**config.mk**
```make
export PLATFORM = sky130hd
export DESIGN_NAME = ofm_drain_flat
export DESIGN_NICKNAME = d
export VERILOG_FILES = /design/src/rtl/ofm_drain_if.sv /design/src/rtl/ofm_drain.sv /design/src/flat_wrapper.sv
export SDC_FILE = /design/constraint.sdc
export NUM_CORES = 1
export LEC_CHECK = 0
export BUFFER_PORTS_ARGS = -buffer_cell sky130_fd_sc_hd__buf_2
export CAP_MARGIN = 40
export CORE_ASPECT_RATIO = 0.9
export CORE_MARGIN = 2
export CORE_UTILIZATION = 54
export CTS_CLUSTER_DIAMETER = 150
export CTS_CLUSTER_SIZE = 12
export DETAILED_ROUTE_END_ITERATION = 7
export PLACE_DENSITY_LB_ADDON = 0.1
export SLEW_MARGIN = 20
export SYNTH_ARGS = -nofsm -noshare
export SYNTH_HDL_FRONTEND = slang
export SYNTH_SLANG_ARGS = --single-unit
```
**constraint.sdc**
```tcl
create_clock -name clk -period 5.25 [get_ports clk]
set_clock_uncertainty 0.2 [all_clocks]
set_input_delay 0.2625 -clock clk [delete_from_list [all_inputs] [get_ports clk]]
set_output_delay 0.2625 -clock clk [all_outputs]
set_load 0.01 [all_outputs]
```
**src/rtl/ofm_drain_if.sv**
```systemverilog
// rtl/ofm_drain_if.sv - drained OFM word stream: valid/ready handshake with channel tag and last flag
interface ofm_drain_if #(
    parameter int DATA_W = 32,
    parameter int CH_W   = 2
);
    logic              out_valid;
    logic              out_ready;
    logic [DATA_W-1:0] out_data;
    logic [CH_W-1:0]   out_ch;
    logic              out_last;

    modport master (
        output out_valid,
        output out_data,
        output out_ch,
        output out_last,
        input  out_ready
    );

    modport slave (
        input  out_valid,
        input  out_data,
        input  out_ch,
        input  out_last,
        output out_ready
    );
endinterface

```
**src/rtl/ofm_drain.sv**
```systemverilog
// rtl/ofm_drain.sv - drains NUM_OFM output-feature-map memories, one address at a time, as a word stream
module ofm_drain #(
    parameter int NUM_OFM = 4,
    parameter int ADDR_W  = 10,
    parameter int DATA_W  = 32
) (
    input  logic                      clk,
    input  logic                      rst,
    input  logic                      start,
    input  logic [ADDR_W-1:0]         base_addr,
    input  logic [ADDR_W:0]           word_count,
    input  logic [NUM_OFM*DATA_W-1:0] ofm_rdata,
    output logic [ADDR_W-1:0]         ofm_addr,
    output logic                      busy,
    output logic                      done,
    ofm_drain_if.master               out_if
);
    localparam int CH_W = (NUM_OFM > 1) ? $clog2(NUM_OFM) : 1;
    localparam logic [CH_W-1:0] LAST_CH = CH_W'(NUM_OFM - 1);
    localparam logic [ADDR_W:0] REM_ONE = {{ADDR_W{1'b0}}, 1'b1};

    typedef enum logic [2:0] {
        IDLE,
        ADDR,
        CAPT,
        SEND,
        DONE
    } state_t;

    state_t            state;
    logic [ADDR_W:0]   rem;
    logic [DATA_W-1:0] hold [NUM_OFM];
    logic [CH_W-1:0]   next_ch;

    assign next_ch = out_if.out_ch + 1'b1;

    // ofm_addr doubles as the current-address register; it stays put from ADDR through SEND.
    always_ff @(posedge clk) begin
        if (rst) begin
            state            <= IDLE;
            ofm_addr         <= '0;
            busy             <= 1'b0;
            done             <= 1'b0;
            rem              <= '0;
            out_if.out_valid <= 1'b0;
            out_if.out_data  <= '0;
            out_if.out_ch    <= '0;
            out_if.out_last  <= 1'b0;
            for (int i = 0; i < NUM_OFM; i++) begin
                hold[i] <= '0;
            end
        end else begin
            done <= 1'b0;
            case (state)
                IDLE: begin
                    if (start) begin
                        busy <= 1'b1;
                        if (word_count != '0) begin
                            ofm_addr <= base_addr;
                            rem      <= word_count;
                            state    <= ADDR;
                        end else begin
                            done  <= 1'b1;
                            state <= DONE;
                        end
                    end
                end
                ADDR: state <= CAPT;
                CAPT: begin
                    for (int i = 0; i < NUM_OFM; i++) begin
                        hold[i] <= ofm_rdata[i*DATA_W +: DATA_W];
                    end
                    out_if.out_valid <= 1'b1;
                    out_if.out_data  <= ofm_rdata[DATA_W-1:0];
                    out_if.out_ch    <= '0;
                    out_if.out_last  <= (rem == REM_ONE) && (NUM_OFM == 1);
                    state            <= SEND;
                end
                SEND: begin
                    if (out_if.out_ready) begin
                        if (out_if.out_ch != LAST_CH) begin
                            out_if.out_data <= hold[next_ch];
                            out_if.out_ch   <= next_ch;
                            out_if.out_last <= (rem == REM_ONE) && (next_ch == LAST_CH);
                        end else begin
                            out_if.out_valid <= 1'b0;
                            out_if.out_last  <= 1'b0;
                            rem              <= rem - REM_ONE;
                            if (rem == REM_ONE) begin
                                done  <= 1'b1;
                                state <= DONE;
                            end else begin
                                ofm_addr <= ofm_addr + 1'b1;
                                state    <= ADDR;
                            end
                        end
                    end
                end
                DONE: begin
                    busy  <= 1'b0;
                    state <= IDLE;
                end
                default: state <= IDLE;
            endcase
        end
    end
endmodule

```
**src/flat_wrapper.sv**
```systemverilog
// flat-port wrapper written by rule: the top's interface ports become plain ports
module ofm_drain_flat 
#(
    parameter int NUM_OFM = 4,
    parameter int ADDR_W  = 10,
    parameter int DATA_W  = 32
)
  (clk, rst, start, base_addr, word_count, ofm_rdata, ofm_addr, busy, done, out_if_out_valid, out_if_out_data, out_if_out_ch, out_if_out_last, out_if_out_ready);
  ofm_drain_if #(.DATA_W(DATA_W), .CH_W(2)) out_if_i ();
  input  logic clk;
  input  logic rst;
  input  logic start;
  input  logic [ADDR_W-1:0] base_addr;
  input  logic [ADDR_W:0] word_count;
  input  logic [NUM_OFM*DATA_W-1:0] ofm_rdata;
  output logic [ADDR_W-1:0] ofm_addr;
  output logic busy;
  output logic done;
  output wire logic [$bits(out_if_i.out_valid)-1:0] out_if_out_valid;
  output wire logic [$bits(out_if_i.out_data)-1:0] out_if_out_data;
  output wire logic [$bits(out_if_i.out_ch)-1:0] out_if_out_ch;
  output wire logic [$bits(out_if_i.out_last)-1:0] out_if_out_last;
  input wire logic [$bits(out_if_i.out_ready)-1:0] out_if_out_ready;
  assign out_if_out_valid = out_if_i.out_valid;
  assign out_if_out_data = out_if_i.out_data;
  assign out_if_out_ch = out_if_i.out_ch;
  assign out_if_out_last = out_if_i.out_last;
  assign out_if_i.out_ready = out_if_out_ready;
  ofm_drain #(.NUM_OFM(NUM_OFM), .ADDR_W(ADDR_W), .DATA_W(DATA_W)) u_core (.clk(clk), .rst(rst), .start(start), .base_addr(base_addr), .word_count(word_count), .ofm_rdata(ofm_rdata), .ofm_addr(ofm_addr), .busy(busy), .done(done), .out_if(out_if_i));
endmodule
```
==> qor.csv <==
metric,value,unit
syn2layout_area_growth,37.0,%
path_buf_inv,2,
via_per_inst,5.55,
first_pass_iters,5,
fmax,0.320,GHz
die_area,0.0170,sq mm
cts_resized,0,
clock_latency,440,ps
tightest_slew,783,ps
synth_area,0.00865,sq mm
min_period,3120,ps
first_global_vias,6814,
fill_cells,1011,
cp_top_family,buffers and inverters,
p_leak,0.00481,uW
die_y,124,um
die_x,137,um
power-per-cell-area,310,mW/mm^2
drc,0,
cts_buffers,17,
wl_per_cell,17.8,um
syn_avg_cell_area,11.8,sq um
gr-total-overflow,0,
regArea,0.00509,sq mm
multi_input_area,0.00332,sq mm
place.gp.congestion,0.833,
grtUsageMet2,44.0,%
yosysSeqAreaShare,58.8,%
rr_startpoint,u_core.state[1],
grt_busiest_layer,met2,
path_clk_slew,70,ps
finalHoldViolations,0,
core_area,0.0155,sq mm
ant_nets,0,
start_kind,flip-flop,
cts_buffer_depth,2,
slowest_stage,dlygate4sd3_1,
syn_nets,889,
final_common_cell,buf_2,
dp_hpwl,13.0,mm
hold_path.class,in2reg,
post_cts_buffers,0,
cts_tree,built,
max_slew_margin,47.7,%
drtIter0Drc,532,
synth_cell_types,51,
vias,6984,
whs_endpoint,u_core.rem[6],
layout_common_cells,"200 x buf_2, 139 x dlygate4sd3_1, 128 x and2_1, 128 x edfxtp_1, 97 x nand2_1",
max-vdd-ir-drop,265,uV
final_nets,1201,
grt_setup_unrepaired,false,
min_period_over_period,59.5,%
grt_start_max_net_pins,81,
initial_core_util,55.6,%
slowest_delay,590,ps
setup_viol,0,
yosysWarnings,0,
instances_no_fill,1259,
crit_arrival,3300,ps
worst_ep_required_time,5420,ps
rr_endpoint,u_core.out_if.out_data[30],
max_cap_violations,0,
critical_path.endpoint_type,flip-flop,
ys.flop_type,edfxtp_1,
path_max_fanout,33,
cts_root_buf,clkbuf_16,
ys_ff_latch,190,
synthCells,731,
slew_viol_final,0,
grt_pass1_wl,34.1,mm
cp_cell_sequence,nand2b_1 -> nor2_4 -> buf_4 -> nand2_1 -> a311oi_1 -> dlygate4sd3_1,
grtUsageMet3,5.94,%
dp_cells,1086,
status,"finished, final reports clean",
regToRegSetupSlack,2130,ps
grt_use_met1,35.1,%
grt_antenna_before_repair,1,
tns,0,ps
reg2reg_depth,6,
num_rows,43,
hold_start,word_count[6],
holdPathStages,4,
io_buffers,200,
synth_edf_count,128,
drive_gt1_share,27.2,%
grtUsageTotal,26.4,%
drt-total-wl,22.4,mm
htreeDepth,4,
synthArstFlopShare,0,%
pin_count,201,
worstSetupPathType,reg2reg,
cts.sinks,190,
-- per-stage QoR --
stage	utilization (%)	area, sq um	total power, uW	setup WS, ps	hold WS (ps)
floorplan	-	8650	2080	738	225
global placement	62.7	9750	2220	2270	268
CTS	76.1	11800	3680	2210	6.53
global route	76.2	11800	3810	1940	21.6
finish	76.2	11800	3670	2130	13.2
detailed placement	63.1	9810	2240	2300	279
-- routing by layer --
metal  wire (um)  up-vias  part of all wire, %
met2       11000      300                   49
met3        1550       33                  6.9
met1        9430     3367                   42
li1            -     3284                    -
met4         390        0                  1.7
met5           0        -                    0
-- worst min-delay path, stage by stage --
cell and delay [ps]:
buf_2 90, a32o_1 120, nand2_1 50, a21oi_1 100
-- registers in the layout (all words and copies together), names as in the netlist, 2 cells and up --
signal                  count
u_core.out_if.out_data     32
u_core.hold               128
u_core.ofm_addr            10
u_core.rem                 11
u_core.out_if.out_ch        2
u_core.state                3
-- Yosys cell counts (2+ instances only) --
cell type	instances	area, sq um
mux4_2	32	721
a311oi_1	35	307
nand3_1	13	65.1
nand2_1	97	364
a31oi_1	7	43.8
xnor2_1	3	26.3
dfxtp_1	62	1240
buf_2	17	85.1
buf_1	4	15.0
inv_1	7	26.3
nand4b_1	3	26.3
and3_1	3	18.8
o21ai_0	26	130
nand4_1	2	12.5
a21oi_1	22	110
nor4_1	6	37.5
and2_1	128	801
o211ai_1	2	15.0
nor3_1	9	45.0
ha_1	5	62.6
buf_6	2	22.5
nand2b_1	8	50.1
buf_4	2	15.0
nor2_1	48	180
clkbuf_1	32	120
edfxtp_1	128	3840
o2111ai_1	4	35.0
-- worst max-delay path by stage --
stage,start,endpoint,slack [ps],cells past startpoint
6_report,u_core.state[1],u_core.out_if.out_data[30],2130,6
5_1_grt,u_core.state[1],u_core.out_if.out_data[30],1940,6
4_1_cts,u_core.state[1],u_core.out_if.out_data[30],2210,6
3_5_place_dp,u_core.state[0],u_core.done,2300,5
3_3_place_gp,u_core.state[1],u_core.hold[2][26],2270,5
2_1_floorplan,u_core.state[2],u_core.hold[0][0],740,5
-- where the power goes --
| group | internal, uW | switching, uW | leakage (uW) | total, uW |
|---|---|---|---|---|
| Clock | 802 | 569 | 0.000287 | 1370 |
| Sequential | 1730 | 60.1 | 0.00185 | 1790 |
| Combinational | 251 | 259 | 0.00267 | 510 |
-- final cells by class --
class / instances / area share, %
clock buffers: 20 / 3.69
repair buffers: 350 / 21.4
well taps: 202 / 2.13
diodes: 1 / 0.0211
inverters: 7 / 0.222
clock inverters: 12 / 1.56
flip-flops and latches: 190 / 42.9
multi-input cells: 477 / 28.0
-- cell families (layout without fill, tap and decap cells) --
group / after synthesis / count (layout) / synth area share (%)
AOI/OAI and AO/OA: 110 / 110 / 8.94
xor gates and xnor gates: 4 / 4 / 0.405
adders and majority gates: 5 / 5 / 0.723
buffers and inverters: 64 / 389 / 3.28
DFF: 190 / 190 / 58.8
muxes: 32 / 32 / 8.33
other: 0 / 1 / 0
and+or+nand+nor: 326 / 326 / 19.5
-- timing repair --
action                                 CTS  global route
setup endpoints to repair                0             0
endpoints found under the hold margin  169             0
hold buffers                           139             0
No activity file was read; power rests on OpenSTA's default activity.
